--- config.mk ---
export PLATFORM = sky130hd
export DESIGN_NAME = real_clock_v7
export DESIGN_NICKNAME = d
export VERILOG_FILES = /design/src/rtl/real_clock_v7_pkg.sv /design/src/rtl/real_clock_v7_bcd_to_seg7.sv /design/src/rtl/real_clock_v7.sv
export SDC_FILE = /design/constraint.sdc
export NUM_CORES = 1
export LEC_CHECK = 0
export CORE_UTILIZATION = 55
export CTS_BUF_LIST = sky130_fd_sc_hd__clkbuf_4 sky130_fd_sc_hd__clkbuf_8
export CTS_CLUSTER_DIAMETER = 150
export CTS_CLUSTER_SIZE = 24
export DETAILED_ROUTE_END_ITERATION = 10
export GPL_TIMING_DRIVEN = 0
export PLACE_DENSITY = 0.81
export SYNTH_ARGS = -nofsm -noshare
export SYNTH_HDL_FRONTEND = slang
export SYNTH_SLANG_ARGS = --single-unit
export TNS_END_PERCENT = 30
--- constraint.sdc ---
create_clock -name clk -period 8.43 [get_ports clk]
set_clock_uncertainty 0.2 [all_clocks]
set_input_delay 1.686 -clock clk [delete_from_list [all_inputs] [get_ports clk]]
set_output_delay 1.686 -clock clk [all_outputs]
set_load 0.02 [all_outputs]
--- src/rtl/real_clock_v7_pkg.sv ---
// Shared constants and BCD helpers for the six-digit real-time clock.
// Segment patterns are {g,f,e,d,c,b,a}, active-high.
package real_clock_v7_pkg;

  localparam int BCD_W       = 4;
  localparam int MAX_HOURS   = 23;
  localparam int MAX_MIN_SEC = 59;

  localparam logic [6:0] SEG_0     = 7'b0111111;
  localparam logic [6:0] SEG_1     = 7'b0000110;
  localparam logic [6:0] SEG_2     = 7'b1011011;
  localparam logic [6:0] SEG_3     = 7'b1001111;
  localparam logic [6:0] SEG_4     = 7'b1100110;
  localparam logic [6:0] SEG_5     = 7'b1101101;
  localparam logic [6:0] SEG_6     = 7'b1111101;
  localparam logic [6:0] SEG_7     = 7'b0000111;
  localparam logic [6:0] SEG_8     = 7'b1111111;
  localparam logic [6:0] SEG_9     = 7'b1101111;
  localparam logic [6:0] SEG_BLANK = 7'b0000000;

  typedef struct packed {
    logic [BCD_W-1:0] tens;
    logic [BCD_W-1:0] units;
  } bcd_pair_t;

  function automatic bcd_pair_t to_bcd(input logic [6:0] value);
    bcd_pair_t r;
    r.tens  = 4'(value / 7'd10);
    r.units = 4'(value % 7'd10);
    return r;
  endfunction

  function automatic logic [6:0] from_bcd(input bcd_pair_t p);
    return 7'(p.tens) * 7'd10 + 7'(p.units);
  endfunction

  // Advance a BCD pair by one; wrap forces the rollover to 00.
  function automatic bcd_pair_t bcd_inc(input bcd_pair_t p, input logic wrap);
    bcd_pair_t r;
    r = p;
    if (wrap) begin
      r = '0;
    end else if (p.units == 4'd9) begin
      r.tens  = p.tens + 4'd1;
      r.units = '0;
    end else begin
      r.units = p.units + 4'd1;
    end
    return r;
  endfunction

endpackage

--- src/rtl/real_clock_v7_bcd_to_seg7.sv ---
// Combinational BCD digit to 7-segment decoder with selectable polarity.
// Non-BCD codes blank the digit.
module bcd_to_seg7
  import real_clock_v7_pkg::*;
#(
  parameter bit SEG_ACTIVE_LOW = 1'b1
) (
  input  logic [BCD_W-1:0] digit,
  output logic [6:0]       seg
);

  logic [6:0] pattern;

  always_comb begin
    pattern = SEG_BLANK;
    case (digit)
      4'd0:    pattern = SEG_0;
      4'd1:    pattern = SEG_1;
      4'd2:    pattern = SEG_2;
      4'd3:    pattern = SEG_3;
      4'd4:    pattern = SEG_4;
      4'd5:    pattern = SEG_5;
      4'd6:    pattern = SEG_6;
      4'd7:    pattern = SEG_7;
      4'd8:    pattern = SEG_8;
      4'd9:    pattern = SEG_9;
      default: pattern = SEG_BLANK;
    endcase
    seg = SEG_ACTIVE_LOW ? ~pattern : pattern;
  end

endmodule

--- src/rtl/real_clock_v7.sv ---
// Six-digit BCD real-time clock: prescaled 1 Hz tick, run/hold, time load,
// 12/24-hour display, minute alarm and registered 7-segment outputs.
module real_clock_v7
  import real_clock_v7_pkg::*;
#(
  parameter int CLK_FREQ_HZ    = 100000000,
  parameter int TICK_DIV       = CLK_FREQ_HZ,
  parameter bit HOUR_MODE_12   = 1'b0,
  parameter bit SEG_ACTIVE_LOW = 1'b1
) (
  input  logic       clk,
  input  logic       reset,
  input  logic       run_en,
  input  logic       set_en,
  input  logic [4:0] set_hours,
  input  logic [5:0] set_minutes,
  input  logic [5:0] set_seconds,
  input  logic       alarm_en,
  input  logic [4:0] alarm_hours,
  input  logic [5:0] alarm_minutes,
  output logic [6:0] left_seconds_out,
  output logic [6:0] right_seconds_out,
  output logic [6:0] left_minutes_out,
  output logic [6:0] right_minutes_out,
  output logic [6:0] left_hours_out,
  output logic [6:0] right_hours_out,
  output logic       pm_out,
  output logic       tick_1hz,
  output logic       alarm_out
);

  localparam int PRE_W = (TICK_DIV > 1) ? $clog2(TICK_DIV) : 1;
  localparam logic [PRE_W-1:0] PRE_LAST = PRE_W'(TICK_DIV - 1);
  localparam logic [4:0] HR_MAX = 5'(MAX_HOURS);
  localparam logic [5:0] MS_MAX = 6'(MAX_MIN_SEC);

  localparam logic [6:0] RST_ZERO = SEG_ACTIVE_LOW ? ~SEG_0 : SEG_0;
  localparam logic [6:0] RST_ONE  = SEG_ACTIVE_LOW ? ~SEG_1 : SEG_1;
  localparam logic [6:0] RST_TWO  = SEG_ACTIVE_LOW ? ~SEG_2 : SEG_2;
  localparam logic [6:0] RST_HR_L = HOUR_MODE_12 ? RST_ONE : RST_ZERO;
  localparam logic [6:0] RST_HR_R = HOUR_MODE_12 ? RST_TWO : RST_ZERO;

  logic [PRE_W-1:0] prescaler;
  bcd_pair_t        sec_q, min_q, hr_q;
  bcd_pair_t        ld_sec, ld_min, ld_hr;
  bcd_pair_t        disp_hr;
  logic [6:0]       hr_bin, min_bin, h12;
  logic             tick_edge, sec_wrap, min_wrap, hr_wrap;
  logic             pm_next, alarm_hit;
  logic [6:0]       seg_ls, seg_rs, seg_lm, seg_rm, seg_lh, seg_rh;

  assign tick_edge = run_en && !set_en && (prescaler == PRE_LAST);
  assign sec_wrap  = (sec_q == 8'h59);
  assign min_wrap  = (min_q == 8'h59);
  assign hr_wrap   = (hr_q  == 8'h23);

  // Out-of-range load fields collapse to zero independently.
  assign ld_hr  = to_bcd((set_hours   > HR_MAX) ? 7'd0 : 7'(set_hours));
  assign ld_min = to_bcd((set_minutes > MS_MAX) ? 7'd0 : 7'(set_minutes));
  assign ld_sec = to_bcd((set_seconds > MS_MAX) ? 7'd0 : 7'(set_seconds));

  always_ff @(posedge clk or negedge reset) begin
    if (!reset) begin
      prescaler <= '0;
      sec_q     <= '0;
      min_q     <= '0;
      hr_q      <= '0;
      tick_1hz  <= 1'b0;
    end else if (set_en) begin
      prescaler <= '0;
      sec_q     <= ld_sec;
      min_q     <= ld_min;
      hr_q      <= ld_hr;
      tick_1hz  <= 1'b0;
    end else begin
      tick_1hz <= tick_edge;
      if (run_en) begin
        prescaler <= (prescaler == PRE_LAST) ? '0 : prescaler + PRE_W'(1);
      end
      if (tick_edge) begin
        sec_q <= bcd_inc(sec_q, sec_wrap);
        if (sec_wrap) begin
          min_q <= bcd_inc(min_q, min_wrap);
          if (min_wrap) begin
            hr_q <= bcd_inc(hr_q, hr_wrap);
          end
        end
      end
    end
  end

  assign hr_bin  = from_bcd(hr_q);
  assign min_bin = from_bcd(min_q);

  // Internal hours stay 24 h; only the displayed value is folded to 12 h.
  always_comb begin
    h12     = hr_bin;
    pm_next = 1'b0;
    disp_hr = hr_q;
    if (HOUR_MODE_12) begin
      pm_next = (hr_bin >= 7'd12);
      if (hr_bin == 7'd0) begin
        h12 = 7'd12;
      end else if (hr_bin > 7'd12) begin
        h12 = hr_bin - 7'd12;
      end
      disp_hr = to_bcd(h12);
    end
  end

  assign alarm_hit = alarm_en && (alarm_hours <= HR_MAX) && (alarm_minutes <= MS_MAX) &&
                     (hr_bin == 7'(alarm_hours)) && (min_bin == 7'(alarm_minutes));

  bcd_to_seg7 #(.SEG_ACTIVE_LOW(SEG_ACTIVE_LOW)) u_ls (.digit(sec_q.tens),    .seg(seg_ls));
  bcd_to_seg7 #(.SEG_ACTIVE_LOW(SEG_ACTIVE_LOW)) u_rs (.digit(sec_q.units),   .seg(seg_rs));
  bcd_to_seg7 #(.SEG_ACTIVE_LOW(SEG_ACTIVE_LOW)) u_lm (.digit(min_q.tens),    .seg(seg_lm));
  bcd_to_seg7 #(.SEG_ACTIVE_LOW(SEG_ACTIVE_LOW)) u_rm (.digit(min_q.units),   .seg(seg_rm));
  bcd_to_seg7 #(.SEG_ACTIVE_LOW(SEG_ACTIVE_LOW)) u_lh (.digit(disp_hr.tens),  .seg(seg_lh));
  bcd_to_seg7 #(.SEG_ACTIVE_LOW(SEG_ACTIVE_LOW)) u_rh (.digit(disp_hr.units), .seg(seg_rh));

  // The alarm latches only on the :00 second, so re-enabling mid-minute stays quiet.
  always_ff @(posedge clk or negedge reset) begin
    if (!reset) begin
      left_seconds_out  <= RST_ZERO;
      right_seconds_out <= RST_ZERO;
      left_minutes_out  <= RST_ZERO;
      right_minutes_out <= RST_ZERO;
      left_hours_out    <= RST_HR_L;
      right_hours_out   <= RST_HR_R;
      pm_out            <= 1'b0;
      alarm_out         <= 1'b0;
    end else begin
      left_seconds_out  <= seg_ls;
      right_seconds_out <= seg_rs;
      left_minutes_out  <= seg_lm;
      right_minutes_out <= seg_rm;
      left_hours_out    <= seg_lh;
      right_hours_out   <= seg_rh;
      pm_out            <= pm_next;
      alarm_out         <= alarm_hit && ((sec_q == 8'h00) || alarm_out);
    end
  end

endmodule
==> impl_results.rst, run 1 <==
.. list-table::
   :header-rows: 1

   * - Metric
     - Value
   * - Result of the run
     - complete, no violations
   * - Worst hold path depth
     - 1
   * - Final setup violating endpoints
     - 0
   * - Quantity of I/O buffers inserted on ports
     - between 70 and 80
   * - Area of the die
     - 12750 sq um
   * - Die boundary width
     - between 100 and 150 microns
   * - Buf+Inv Stages, Crit Path
     - 4
   * - Distinct cell type count after synthesis
     - 82
   * - GR Overflow Total
     - 0
   * - Internal Pwr Total
     - roughly 1.2 mW
   * - Height of the die
     - 112.9 microns
   * - Worst reg2reg path depth
     - 9
   * - Pleak
     - 3.386 nW
   * - Combined flip-flop and latch cell area
     - 2385 sq um
   * - Post-detailed-placement half-perimeter wirelength
     - 12.20 mm
   * - Num Clock Sinks
     - 95
   * - Critical path data required time
     - 8.50 ns
   * - Hold Path Class
     - register to register
   * - CTS tree
     - yes
   * - Endpoint of the worst hold path
     - prescaler[26]
   * - Most common library cell in the layout ignoring fill and taps
     - sky130_fd_sc_hd__dfrtp_1
   * - Worst-case hold slack
     - 0.2748 ns
   * - Overall track demand over capacity in global routing
     - 0.2634
   * - I/O pin count
     - slightly below 80
   * - TritonCTS Buffers
     - 9
   * - Post CTS Setup Buffer Count
     - 0
   * - Gate count after technology mapping
     - ~770
   * - Setup repair after global routing missed its margin
     - false
   * - Portion of total power attributed to the clock network
     - 0.170
   * - Clock period minus final worst setup slack
     - between 5 and 6 ns
   * - Final ANT Viol Nets
     - 0
   * - Layer carrying the most global-route usage
     - met2
   * - Share of the synthesized area in the top cell type
     - 0.3293
   * - Wire length reported by the detailed router
     - 16.25 mm
   * - FF-to-FF setup slack
     - around 5.2 ns
   * - Sw Pwr
     - 0.7740 mW
   * - Largest cells by area after synthesis
     - sky130_fd_sc_hd__dfrtp_1 33%, sky130_fd_sc_hd__ha_1 11%, sky130_fd_sc_hd__o21ai_0 5.2%
   * - Worst path max stage delay
     - 0.51 ns
   * - Share of flip-flops with an asynchronous set or reset after synthesis
     - 1.000
   * - Vias per inst
     - 6.072
   * - Peak Freq
     - 181.3 MHz
   * - Final RePlAce weighted congestion
     - 0.9131
   * - Initial antenna violation count
     - 0
   * - Count of hold buffers inserted by post-cts repair
     - 0
   * - Largest driver fanout on the critical path
     - 10
   * - Clock latency at the later pin of the worst-skew pair
     - 0.37 ns
   * - First-iteration detailed-routing DRC count
     - roughly 450
   * - Area added between synthesis and finish
     - 17.09%
   * - Sequential fraction of the synthesis area
     - 0.3526
   * - CTS resizes
     - 0
   * - Setup TNS after final layout
     - 0 ns
   * - Number of cells in the finished layout apart from fillers
     - roughly 1000
   * - Beginning of the critical path
     - set_minutes[4]
   * - Dominant delay contributor by cell family on the critical path
     - simple AND/OR/NAND/NOR gates
   * - Multi-input gate area
     - 4075 sq um
   * - Net Count, Synth
     - 867
   * - Critical Path Slowest Stage Cell
     - sky130_fd_sc_hd__or4_1
   * - #FFs+latches synth
     - 95
   * - Clock Pin Slew Worst Setup and Hold Paths
     - 0.09 ns
   * - Total power density per cell area
     - about 250 nW/um^2
   * - Worst endpoint data arrival time
     - 5.59 ns
   * - Switching fraction of total power
     - 0.3971
   * - Headroom to the max-slew limit
     - 0.4895
   * - Count of flip-flops with a built-in enable after synthesis
     - 0
   * - Number of maximum-capacitance violations
     - 0
   * - Post-detailed-route wirelength per cell
     - approximately 16 microns
   * - Placed cells
     - just under 1000
   * - Category of the worst setup path capture point
     - register
   * - Max-slew violations
     - 0
   * - Most frequent cell on the critical path
     - sky130_fd_sc_hd__ha_1
   * - Final hold violation count
     - 0
   * - Number of nets in the finished design
     - roughly 950
   * - Vias after detailed routing
     - a little over 6000
   * - Post-synthesis cell area
     - 6764 sq um
   * - Maximum number of pins on one net before global-route repair
     - 61
   * - Most common flop cell mapped by yosys
     - sky130_fd_sc_hd__dfrtp_1
   * - Total number of yosys warnings
     - 0
   * - H-tree depth
     - 3
   * - GR Util met1
     - 0.3348
   * - Category of the critical setup timing path
     - input pin to register
   * - Initial cell density of the core
     - 0.5631
   * - Startpoint of the most critical hold path
     - prescaler[26]
   * - Sequential fraction of design power
     - 0.337
   * - Commonest cells after routing, fill and taps aside
     - 89 x sky130_fd_sc_hd__dfrtp_1, 72 x sky130_fd_sc_hd__clkdlybuf4s50_1, 70 x sky130_fd_sc_hd__o21ai_0
   * - Final Cycle Share
     - 0.6542
   * - Crit path launch type
     - input pin
   * - Area of the placeable core
     - 12010 sq um
   * - GR Layer Usage met3
     - 0.04178
   * - Per-instance average area after synthesis
     - 8.796 sq um
   * - Actual transition at the worst max-transition pin
     - 0.7594 ns
   * - GR Layer Usage met2
     - 0.4551
   * - Fin util
     - 0.6594
   * - Root buffer selected by CTS
     - sky130_fd_sc_hd__clkbuf_8
   * - Number of detailed-route iterations in the first pass
     - 5
   * - Residual DRC count
     - 0
   * - Cell accounting for the most synthesized area
     - sky130_fd_sc_hd__dfrtp_1
   * - Placement Rows
     - 40
   * - Fillers
     - 953
   * - Maximum resistive drop on vdd
     - around 0.13 mV
   * - Ordered cell list for the critical path
     - clkdlybuf4s50_1, buf_2, nand4_1, nand2_1, ha_1, or2_2, o21ai_0, a21oi_1, ha_1, inv_1, a21oi_1, o21a_1, xnor2_1, ha_1, inv_1, o211a_1, or4_1, o311ai_1
   * - Share of total power in combinational logic
     - 0.493
   * - Antenna cell count
     - 0
   * - Share of cells above drive strength 1
     - 0.08149
   * - First-pass GRT wire length
     - between 20 and 30 mm
   * - Vias in the first global route
     - 5899
   * - Deepest clock path buffer count
     - 2
   * - Startpoint of the worst-slack reg-to-reg timing path
     - disp_hr[2]
   * - Reg2Reg Capture Point
     - alarm_out
## worst max-delay path by stage
stage / end / slack (ns) / cells after the start
5_1_grt: min_q[1] / 2.58 / 18
6_report: min_q[2] / 2.92 / 18
3_3_place_gp: left_hours_out[0] / 2.12 / 1
3_5_place_dp: min_q[2] / 2.59 / 18
4_1_cts: min_q[2] / 2.99 / 18
2_1_floorplan: min_q[2] / 3.55 / 17
## cells in the mapped netlist (3+ instances only)
cell / number
sky130_fd_sc_hd__clkbuf_1: 21
sky130_fd_sc_hd__a2111oi_0: 3
sky130_fd_sc_hd__xnor2_1: 20
sky130_fd_sc_hd__nor3_1: 13
sky130_fd_sc_hd__fa_1: 4
sky130_fd_sc_hd__xor2_1: 7
sky130_fd_sc_hd__dfrtp_1: 89
sky130_fd_sc_hd__a21o_1: 5
sky130_fd_sc_hd__ha_1: 61
sky130_fd_sc_hd__or3_1: 3
sky130_fd_sc_hd__nand2_1: 69
sky130_fd_sc_hd__a22o_1: 3
sky130_fd_sc_hd__mux2_2: 6
sky130_fd_sc_hd__dfstp_2: 6
sky130_fd_sc_hd__o21a_1: 3
sky130_fd_sc_hd__nand4_1: 15
sky130_fd_sc_hd__o21ai_0: 70
sky130_fd_sc_hd__and2_1: 6
sky130_fd_sc_hd__nand3b_1: 4
sky130_fd_sc_hd__o22ai_1: 5
sky130_fd_sc_hd__o211ai_1: 5
sky130_fd_sc_hd__or2_2: 9
sky130_fd_sc_hd__a32oi_1: 3
sky130_fd_sc_hd__nor2b_1: 14
sky130_fd_sc_hd__and4_1: 3
sky130_fd_sc_hd__nand2b_1: 9
sky130_fd_sc_hd__a31oi_1: 20
sky130_fd_sc_hd__nor2_1: 57
sky130_fd_sc_hd__a311oi_1: 3
sky130_fd_sc_hd__a21boi_0: 3
sky130_fd_sc_hd__nand3_1: 25
sky130_fd_sc_hd__inv_1: 43
sky130_fd_sc_hd__a22oi_1: 4
sky130_fd_sc_hd__and3_1: 9
sky130_fd_sc_hd__a221o_1: 4
sky130_fd_sc_hd__a21oi_1: 58
sky130_fd_sc_hd__o31ai_1: 13
sky130_fd_sc_hd__mux2i_1: 6
sky130_fd_sc_hd__buf_2: 9
sky130_fd_sc_hd__nor4_1: 6
## stage by stage
stage | cell area [sq um] | total power [mW] | worst slack (ns)
global route | 7920 | 2.081 | 2.581
floorplan | 6764 | 1.273 | 3.555
finish | 7920 | 1.949 | 2.915
detailed placement | 7704 | 1.616 | 2.591
CTS | 7920 | 1.952 | 2.988
global placement | 7679 | 1.585 | 2.122
## cell families (layout without fill, tap and decap cells)
group / after synthesis / in the layout / share of synthesized area
adder cells (fa/ha/maj): 65 / 65 / 0.1247
AND/OR/NAND/NOR: 262 / 262 / 0.2027
AO/OA/AOI/OAI: 231 / 231 / 0.2207
flip-flops: 95 / 95 / 0.3526
other: 1 / 1 / 0.0005544
buffers and inverters: 76 / 166 / 0.04495
multiplexers: 12 / 12 / 0.01887
XOR/XNOR: 27 / 27 / 0.03496
## layout make-up
cell class              count  area share
repair buffers             74     0.09542
clock buffers              10     0.01659
well taps                 147     0.02322
clock inverters             6     0.01074
flip-flops and latches     95      0.3011
plain buffers              32     0.01754
multi-input cells         598      0.5145
inverters                  44     0.02085
## routing by layer
layer | vias up | routed length, microns
met5 | - | 0
met1 | 2901 | 7060
met4 | 0 | 292
li1 | 2955 | -
met2 | 221 | 7945
met3 | 31 | 951
## worst reg2reg max path, delay by kind of cell (launching register included)
family	cells	cell delay, ns
compound gates	2	0.77
xor+xnor	1	0.15
fa+ha+maj	1	0.55
buf+inv	2	0.57
flops	1	0.39
simple gates	3	0.40
## power by group through the flow
| stage | Combinational (mW) | Sequential, mW | Clock [mW] |
|---|---|---|---|
| floorplan | 0.513 | 0.760 | 0 |
| global placement | 0.921 | 0.664 | 0 |
| detailed placement | 0.950 | 0.666 | 0 |
| CTS | 0.957 | 0.657 | 0.338 |
| global route | 1.05 | 0.670 | 0.357 |
| finish | 0.961 | 0.657 | 0.331 |
## state kept, by name (all words and copies together) (netlist names), 8 cells and up
register   count
disp_hr        8
min_q          8
prescaler     27
sec_q          8
Note: power is estimated with default switching activity, not from simulation.
==> run 2: changes to the inputs <==
Clock period 8.43 ns to 5.5 ns, I/O delays scaled along.
==> results of run 2 <==
The final DEF is identical to that of run 1. Status: complete, no violations.
Among the figures that moved: setup slack after placement 2.591 ns -> 0.2474 ns; setup slack after layout 2.915 ns -> 0.5712 ns; register-to-register setup slack 5.24 ns -> 2.31 ns; total power 1.949 mW -> 2.988 mW; worst IR drop on VDD 0.1252 mV -> 0.1919 mV
==> run 3: changes to the inputs <==
Settings changed: PLACE_DENSITY 0.81 to 0.84.
Clock period 5.5 ns to 5.6 ns, I/O delays scaled along.
==> impl_results.rst, run 3 (synthesis gave the netlist of run 1 again) <==
.. list-table::
   :header-rows: 1

   * - Metric
     - Value
   * - Multi-input gate area
     - 4075 sq um (unchanged)
   * - Fillers
     - 970 (+1.8%)
   * - Peak Freq
     - 199.4 MHz
   * - Final hold violation count
     - 0 (unchanged)
   * - Final RePlAce weighted congestion
     - 0.8699 (-4.7%)
   * - Max-slew violations
     - 0 (unchanged)
   * - Number of nets in the finished design
     - 952 (unchanged)
   * - Vias per inst
     - 6.042 (-0.49%)
   * - TritonCTS Buffers
     - 9 (unchanged)
   * - Initial cell density of the core
     - 0.5631 (unchanged)
   * - Post-detailed-route wirelength per cell
     - 15.66 microns (-3.0%)
   * - Sw Pwr
     - 1.155 mW
   * - Post-route standard cell area excluding fillers
     - 7933 sq um (+0.16%)
   * - Post CTS Setup Buffer Count
     - 0 (unchanged)
   * - Max FFs per register
     - 27 (unchanged)
   * - Final setup violating endpoints
     - 0 (unchanged)
   * - Quantity of I/O buffers inserted on ports
     - 73 (unchanged)
   * - Dominant delay contributor by cell family on the critical path
     - compound AO/OA/AOI/OAI gates
   * - Placement Rows
     - 40 (unchanged)
   * - Residual DRC count
     - 0 (unchanged)
   * - Antenna cell count
     - 0 (unchanged)
   * - Largest driver fanout on the critical path
     - 10 (unchanged)
   * - Ordered cell list for the critical path
     - clkdlybuf4s50_1, clkbuf_1, inv_1, a31oi_1, ha_1, or2_2, o21ai_0, a21oi_1, ha_1, inv_1, a21oi_1, o21a_1, xnor2_1, ha_1, inv_1, o211a_1, or4_1, o311ai_1
   * - Result of the run
     - complete, no violations
   * - Share of total power in combinational logic
     - 0.488 (-0.005)
   * - Internal Pwr Total
     - about 1.8 mW
   * - Setup WS pre-CTS
     - 0.2719 ns
   * - Wire length reported by the detailed router
     - 15.76 mm (-3.0%)
   * - Height of the die
     - 112.9 microns (unchanged)
   * - Worst endpoint data arrival time
     - 5.10 ns
   * - Number of maximum-capacitance violations
     - 0 (unchanged)
   * - Clock period minus final worst setup slack
     - between 5 and 6 ns
   * - Crit path launch type
     - input pin
   * - Buf+Inv Stages, Crit Path
     - 5 (+1)
   * - Num Clock Sinks
     - 95 (unchanged)
   * - Portion of total power attributed to the clock network
     - 0.178 (+0.008)
   * - Deepest clock path buffer count
     - 2 (unchanged)
   * - Clock latency at the later pin of the worst-skew pair
     - 0.38 ns (about the same)
   * - Category of the critical setup timing path
     - input pin to register
   * - Switching fraction of total power
     - 0.3938
   * - Maximum number of pins on one net before global-route repair
     - 50 (-18%)
   * - Area of the die
     - 12750 sq um (unchanged)
   * - Die boundary width
     - 112.9 microns (unchanged)
   * - Worst path max stage delay
     - 0.51 ns (about the same)
   * - Total power density per cell area
     - 369.9 nW/um^2
   * - Category of the worst setup path capture point
     - register
   * - Largest register by flop count
     - prescaler
   * - First-iteration detailed-routing DRC count
     - 397 (-12%)
   * - Most common library cell in the layout ignoring fill and taps
     - sky130_fd_sc_hd__dfrtp_1
   * - Critical Path Slowest Stage Cell
     - sky130_fd_sc_hd__or4_1
   * - Actual transition at the worst max-transition pin
     - 0.7522 ns (-0.007250 ns)
   * - Sequential fraction of design power
     - 0.334 (-0.003)
   * - Vias in the first global route
     - 5627 (-4.6%)
   * - Area of the placeable core
     - 12010 sq um (unchanged)
   * - H-tree depth
     - 3 (unchanged)
   * - Total cell area at the placement stage
     - 7704 sq um (unchanged)
   * - Count of hold buffers inserted by post-cts repair
     - 0 (unchanged)
   * - Pleak
     - 3.397 nW (+0.33%)
   * - Vias after detailed routing
     - 6078 (-0.49%)
   * - CTS resizes
     - 0 (unchanged)
   * - Hold Path Class
     - register to register
   * - Final ANT Viol Nets
     - 0 (unchanged)
   * - First-pass GRT wire length
     - 26.20 mm (-3.3%)
   * - Initial antenna violation count
     - 0 (unchanged)
   * - Combined flip-flop and latch cell area
     - 2385 sq um (unchanged)
   * - Commonest cells after routing, fill and taps aside
     - 89 x sky130_fd_sc_hd__dfrtp_1, 72 x sky130_fd_sc_hd__clkdlybuf4s50_1, 70 x sky130_fd_sc_hd__o21ai_0
   * - Clock Pin Slew Worst Setup and Hold Paths
     - 0.10 ns (about the same)
   * - Maximum resistive drop on vdd
     - between 0.1 and 0.15 mV
   * - GR Overflow Total
     - 0 (unchanged)
   * - Setup WS post-layout
     - 0.5839 ns
   * - Overall track demand over capacity in global routing
     - 0.2543 (-0.009144)
   * - Area added between synthesis and finish
     - 17.28%
   * - Root buffer selected by CTS
     - sky130_fd_sc_hd__clkbuf_8
   * - CTS tree
     - yes
   * - I/O pin count
     - 78 (unchanged)
   * - Post-detailed-placement half-perimeter wirelength
     - 11.51 mm (-5.7%)
   * - Critical path data required time
     - 5.69 ns
   * - Setup repair after global routing missed its margin
     - false
   * - Headroom to the max-slew limit
     - 0.4944 (+0.004874)
   * - Final Cycle Share
     - 0.8957
   * - Number of detailed-route iterations in the first pass
     - 5 (unchanged)
   * - Share of cells above drive strength 1
     - 0.08149 (unchanged)
-- run 3: cell types whose count changed in the layout (fill, tap and decap cells not counted), sizes merged --
cell,delta
inv,+1
clkinv,+1
clkinvlp,-2
-- run 3: power groups by stage --
stage          combinational (mW)  clock [mW]  sequential, mW
2_1_floorplan               0.773           0            1.14
3_3_place_gp                 1.39           0           0.989
3_5_place_dp                 1.42           0           0.994
4_1_cts                      1.43       0.529           0.979
5_1_grt                      1.59       0.554           0.997
6_report                     1.43       0.523           0.979
-- run 3: metal layers --
metal | up-vias | GRT usage | share of wire | wire (microns)
li1 | 2959 | - | - | -
met1 | 2912 | 0.3245 | 0.45 | 7029
met2 | 176 | 0.4313 | 0.48 | 7614
met4 | 0 | 0.1158 | 0.027 | 432
met5 | - | 0 | 0 | 0
met3 | 31 | 0.03482 | 0.043 | 679
-- run 3: cell type report --
type | count | share of cell area
Multi-Input combinational cell | 598 | 0.5137
Sequential cell | 95 | 0.3006
Timing Repair Buffer | 74 | 0.09527
Tap cell | 147 | 0.02319
Inverter | 44 | 0.02082
Buffer | 32 | 0.01751
Clock buffer | 10 | 0.01735
Clock inverter | 6 | 0.01151
-- run 3: path summary, 6_finish.rpt --
kind	startpoint	end	slack (ns)	depth (start not counted)
setup / recovery	set_minutes[3]	min_q[2]	0.58	18
hold / removal	prescaler[22]	prescaler[22]	0.32	1
setup reg to reg	disp_hr[2]	alarm_out	2.48	9
hold reg to reg	prescaler[22]	prescaler[22]	0.32	1
max in group asynchronous	reset	left_minutes_out[6]	3.97	2
min in group asynchronous	reset	right_seconds_out[2]	0.54	1
-- run 3: through the flow --
stage	power, mW	TNS (ns)	utilization	cells	hold WS (ns)
4_1_cts	2.936	0	0.6604	1006	0.3108
6_report	2.934	0	0.6604	1006	0.3165
5_1_grt	3.137	0	0.6604	1006	0.3367
3_3_place_gp	2.377	-20.84	0.6393	989	0.2586
2_1_floorplan	1.917	0	-	769	0.2363
3_5_place_dp	2.412	0	0.6414	990	0.2887
-- run 3: worst reg2reg max path: stages (launching register included) --
cell and delay (ns):
sky130_fd_sc_hd__dfrtp_1 0.39, sky130_fd_sc_hd__clkbuf_1 0.35, sky130_fd_sc_hd__inv_1 0.21, sky130_fd_sc_hd__fa_1 0.54, sky130_fd_sc_hd__xnor2_1 0.14, sky130_fd_sc_hd__a21oi_1 0.11
sky130_fd_sc_hd__nand4_1 0.09, sky130_fd_sc_hd__nor4_1 0.27, sky130_fd_sc_hd__nand4_1 0.14, sky130_fd_sc_hd__a2111oi_0 0.51
==> RTL edit 1 (flow settings as in run 2) <==
Change the parameter `HOUR_MODE_12` from 1'b0 to 1'b1.
--- a/src/rtl/real_clock_v7.sv
+++ b/src/rtl/real_clock_v7.sv
@@ -5,7 +5,7 @@
 #(
   parameter int CLK_FREQ_HZ    = 100000000,
   parameter int TICK_DIV       = CLK_FREQ_HZ,
-  parameter bit HOUR_MODE_12   = 1'b0,
+  parameter bit HOUR_MODE_12   = 1'b1,
   parameter bit SEG_ACTIVE_LOW = 1'b1
 ) (
   input  logic       clk,
Function: changed (Yosys sat finds a counterexample within 4 cycles, from zero or initial values and one cycle with reset low).
==> RTL edit 1 against run 2 <==
Synthesized area is 7.8% higher. Design area increased by 13%. Maximum frequency shrank 9.0%. Sequential cell count up 1. Worst setup slack got worse by 0.49 ns. Routed wire length is 13% higher. Critical path type is now reg -> reg. Cell count rose by 17%. Highest routed layer unchanged.
Power is not shown: default switching activity piles up to over one toggle a cycle in this logic, so the estimate is an artifact.
==> RTL edit 1: results (changes against run 2) <==
| Metric | Value |
|---|---|
| Vias in the first global route | 6,216 (+5.4%) |
| Vias | 7,036 (+15%) |
| Fillcell total | 979 (+2.7%) |
| 1st-pass router iterations | 5 (unchanged) |
| FF-to-FF Start | hr_q[5]$_DFFE_PN0P_ |
| Largest net degree at the start of global routing | 66 (+8.2%) |
| Number of clock sinks | 96 (+1.1%) |
| Top_reg_cell synth | dfrtp_1 |
| Hold wc startpoint | prescaler[16]$_DFFE_PN0P_ |
| Drt initial violations | 512 (+14%) |
| Crit-path max cell delay | 0.47 ns (-0.04 ns) |
| Largest Register | prescaler |
| Layout cells sized above 1 | 12.9% (+4.8 points) |
| Nets@finish | 1,100 (+16%) |
| WL/cell | 15.5 um (-3.8%) |
| Average vias per placed instance | 5.97 (-1.6%) |
| Post-DP HPWL | 12,700 um (+4.4%) |
| Warnings from Yosys | 0 (unchanged) |
| Root Buffer | clkbuf_8 |
| WP data arrival | 5.47 ns (+0.47 ns) |
| Multi-input logic area | 0.00474 mm^2 (+16%) |
| Worst Hold Class | reg -> reg |
| Cells on Worst Hold Path | 1 (unchanged) |
| Placed cells | 1,126 (+14%) |
| CP top delay family | adder cells |
| Initial antenna violation count | 0 (unchanged) |
| Post-Syn Instances | 877 (+14%) |
| Slew @ Worst Pin | 0.824 ns (+0.0642 ns) |
| Clk pin slew, worst setup/hold paths | 0.09 ns (about the same) |
| Clock buffer count from CTS | 9 (unchanged) |
| DR DRC count | 0 (unchanged) |
| Worst slack at placement | -0.638 ns (-0.885 ns) |
| Largest register FFs | 27 (unchanged) |
| Sequential share of the synthesized area | 33.1% (-2.1 points) |
| Diodes inserted | 0 (unchanged) |
| Post-synthesis cell type count | 83 (+1.2%) |
| Reg-to-reg setup timing slack | 0.08 ns (-2.23 ns) |
| Worst hold margin | 0.295 ns (+0.0201 ns) |
| Hold worst-path end | prescaler[16]$_DFFE_PN0P_ |
| PortBufs | 76 (+4.1%) |
| Commonest cells post-synth | 97 x o21ai_0, 85 x dfrtp_1, 83 x nor2_1 |
| CP max FO | 6 (-4) |
| First-pass GRT wire length | 29,600 um (+9.1%) |
| Clock buffer depth | 2 (unchanged) |
| Area after detailed placement | 0.00830 mm^2 (+7.7%) |
| Outcome | completed |
| Total GRT Usage | 27.3% (+1.0 points) |
| GP Congestion | 0.867 (-5.0%) |
| Clk_lat worst skew | 0.38 ns |
| Crit-path slowest cell | fa_2 |
| R2r worst-path depth | 24 (+15) |
| R2R Path End | right_hours_out[6]$_DFF_PN0_ |
| Setup WS post-layout | 0.0834 ns (-0.488 ns) |
| Post-Synthesis Net Count | 976 (+13%) |
| Most area-consuming cells after synthesis | dfrtp_1 29%, ha_1 11%, o21ai_0 6.7%, a21oi_1 4.9%, nor2_1 4.3% |
## RTL edit 1: area by class of cell
class                   instances  area share [%]
plain buffers                  40            1.84
clock buffers                  10            1.53
clock inverters                 6           0.766
inverters                      47            2.05
multi-input cells             694            52.7
flip-flops and latches         96            26.9
well taps                     172            2.40
repair buffers                113            11.8
## RTL edit 1: what timing repair did
| item | 4_1_cts | 5_1_grt |
|---|---|---|
| pin swaps | 5 | 16 |
| hold buffers | 0 | 0 |
| gates resized for setup | 18 | 26 |
| setup buffers | 13 | 23 |
| endpoints found under the setup margin | 12 | 7 |
## RTL edit 1: cell families after synthesis
| kind of cell | after synthesis | synth area share (%) |
|---|---|---|
| xor+xnor | 31 | 4.03 |
| compound gates | 281 | 24.4 |
| fa+ha+maj | 67 | 11.9 |
| simple gates | 305 | 20.5 |
| flops | 96 | 33.1 |
| buf+inv | 87 | 4.55 |
| mux | 10 | 1.46 |
## RTL edit 1: worst max path at each step
stage	from	endpoint	cells after the start
2_1_floorplan	hr_q[4]$_DFFE_PN0P_	right_hours_out[6]$_DFF_PN0_	26
3_3_place_gp	hr_q[4]$_DFFE_PN0P_	right_hours_out[6]$_DFF_PN0_	25
3_5_place_dp	hr_q[4]$_DFFE_PN0P_	right_hours_out[6]$_DFF_PN0_	25
4_1_cts	hr_q[4]$_DFFE_PN0P_	right_hours_out[6]$_DFF_PN0_	25
5_1_grt	hr_q[5]$_DFFE_PN0P_	right_hours_out[6]$_DFF_PN0_	24
6_report	hr_q[5]$_DFFE_PN0P_	right_hours_out[6]$_DFF_PN0_	24
## RTL edit 1: per-layer routing
layer  vias to the layer above  routed length [um]  track usage [%]
li1                       3411                   -                -
met1                      3335                8290             37.2
met2                       252                8610             43.8
met3                        38                 934             5.10
met4                         0                 461             9.37
met5                         -                   0                0
==> RTL edit 2 (settings of run 2) <==
Without the edit above. Add an input register stage for `set_seconds`, without a reset; this delays it by one clock. The other inputs are not delayed to match.
--- a/src/rtl/real_clock_v7.sv
+++ b/src/rtl/real_clock_v7.sv
@@ -40,6 +40,12 @@
   localparam logic [6:0] RST_HR_L = HOUR_MODE_12 ? RST_ONE : RST_ZERO;
   localparam logic [6:0] RST_HR_R = HOUR_MODE_12 ? RST_TWO : RST_ZERO;
 
+  logic [5:0] set_seconds_q;
+
+  always_ff @(posedge clk) begin
+    set_seconds_q <= set_seconds;
+  end
+
   logic [PRE_W-1:0] prescaler;
   bcd_pair_t        sec_q, min_q, hr_q;
   bcd_pair_t        ld_sec, ld_min, ld_hr;
@@ -57,7 +63,7 @@
   // Out-of-range load fields collapse to zero independently.
   assign ld_hr  = to_bcd((set_hours   > HR_MAX) ? 7'd0 : 7'(set_hours));
   assign ld_min = to_bcd((set_minutes > MS_MAX) ? 7'd0 : 7'(set_minutes));
-  assign ld_sec = to_bcd((set_seconds > MS_MAX) ? 7'd0 : 7'(set_seconds));
+  assign ld_sec = to_bcd((set_seconds_q > MS_MAX) ? 7'd0 : 7'(set_seconds_q));
 
   always_ff @(posedge clk or negedge reset) begin
     if (!reset) begin
Formal check against the unedited RTL: not equivalent (a bounded check fails within 4 cycles, from zero or initial values and one cycle with reset low).
==> RTL edit 2 against run 2 <==
Sequential cell count is 6 higher. Critical path depth is 2 lower. Register-to-register slack worse by 0.98 ns. Synthesized area is 0.15% lower. Design area is 0.33% higher. Sequential power is 5% higher. Total power is 3.5% higher. Largest cell class unchanged. Maximum frequency is 3.4% higher. Worst setup slack better by 0.16 ns. Critical endpoint unchanged. Largest power group unchanged. Routed wire length is 0.78% lower. Sequential share of layout area is 1.4 points higher.
==> RTL edit 2: results (changes against run 2) <==
| Metric | Value |
|---|---|
| Vias in the first global route | 5,761 (-2.3%) |
| Drt initial violations | 372 (-18%) |
| Fillcell total | 993 (+4.2%) |
| WL/cell | 16.0 um (-0.78%) |
| Met1 GRT Util | 33.5% (about the same) |
| PortBufs | 75 (+2.7%) |
| GP Congestion | 0.918 (+0.56%) |
| Buffers excl. clock | 108 (+1.9%) |
| Mean Syn Cell Area | 8.81 um^2 (+0.11%) |
| R2r worst-path depth | 15 (+6) |
| Grt met2 use | 45.1% (-0.37 points) |
| Post-synthesis cell type count | 80 (-2.4%) |
| Post-DP HPWL | 11,900 um (-2.2%) |
| Post-Synthesis Net Count | 865 (-0.23%) |
| Outcome | completed |
| CP top delay family | compound AO/OA/AOI/OAI gates |
| Crit-path max cell delay | 0.46 ns (-0.05 ns) |
| Setup crit start | set_minutes[3] |
| Clk tree area frac | 2.93% (+0.20 points) |
| Worst vdd ir | 0.222 mV (+16%) |
| Leakage | 3.48 nW (+2.8%) |
| Multi-In Gates | 591 (-1.2%) |
| Total GRT Usage | 26.5% (+0.19 points) |
| Buffer share of cell area | 11.5% (+0.17 points) |
| Hold wc startpoint | prescaler[15]$_DFFE_PN0P_ |
| Sw Ratio | 39.8% (+0.076 points) |
| WP data arrival | 4.89 ns (-0.11 ns) |
| Most area-consuming cells after synthesis | dfrtp_1 33%, ha_1 11%, a21oi_1 4.6%, o21ai_0 4.6%, nand2_1 3.6% |
| Multi-input logic area | 0.00395 mm^2 (-3.0%) |
| Layout cells sized above 1 | 5.70% (-2.4 points) |
| Met3 Usage GRT | 3.96% (-0.21 points) |
| R2R Path End | sec_q[2]$_DFFE_PN0P_ |
| Synth-to-Final Area Change | 17.7% |
| Logic inverters | 43 (-2.3%) |
| Crit-path slowest cell | clkdlybuf4s50_1 |
| Reg-to-reg setup timing slack | 1.33 ns (-0.98 ns) |
| Clk_lat worst skew | 0.40 ns (+0.03 ns) |
-- RTL edit 2: changes by cell type after synthesis, sizes merged, moves of 5 or more --
| cell | before | now |
|---|---|---|
| clkbuf | 21 | 27 |
| nand4 | 16 | 11 |
| dfxtp | 0 | 6 |
| o31ai | 13 | 5 |
| xnor2 | 20 | 13 |
| and4 | 3 | 10 |
| a2111oi | 5 | 0 |
| nand2 | 69 | 64 |
| o21ai | 71 | 85 |
| buf | 11 | 5 |
-- RTL edit 2: power by group through the flow --
stage          clock (mW)  sequential, mW  combinational, mW
2_1_floorplan           0            1.22              0.784
3_3_place_gp            0            1.06               1.41
3_5_place_dp            0            1.07               1.46
4_1_cts             0.558            1.06               1.48
5_1_grt             0.594            1.08               1.63
6_report            0.555            1.06               1.48
-- RTL edit 2: through the flow --
step / hold WS [ns] / total power, mW / worst slack (ns)
3_3_place_gp: 0.270 / 2.48 / -0.273
2_1_floorplan: 0.244 / 2.01 / 1.30
3_5_place_dp: 0.278 / 2.54 / 0.401
5_1_grt: 0.323 / 3.31 / 0.367
6_report: 0.297 / 3.09 / 0.732
4_1_cts: 0.296 / 3.09 / 0.797
-- RTL edit 2: logic make-up after synthesis --
group	Yosys count	synth area share (%)
adders and majority gates	65	12.5
buffers and inverters	75	4.39
muxes	10	1.57
AOI/OAI and AO/OA	235	22.0
xor gates and xnor gates	24	3.11
and+or+nand+nor	256	19.3
DFF	101	37.1
other	1	0.0555
-- RTL edit 2: metal layers --
| layer | part of all wire [%] | vias to the layer above | routed length [um] |
|---|---|---|---|
| li1 | - | 2921 | - |
| met2 | 49 | 208 | 7950 |
| met4 | 2.7 | 0 | 438 |
| met5 | 0 | - | 0 |
| met3 | 5.4 | 38 | 865 |
| met1 | 43 | 2976 | 6860 |
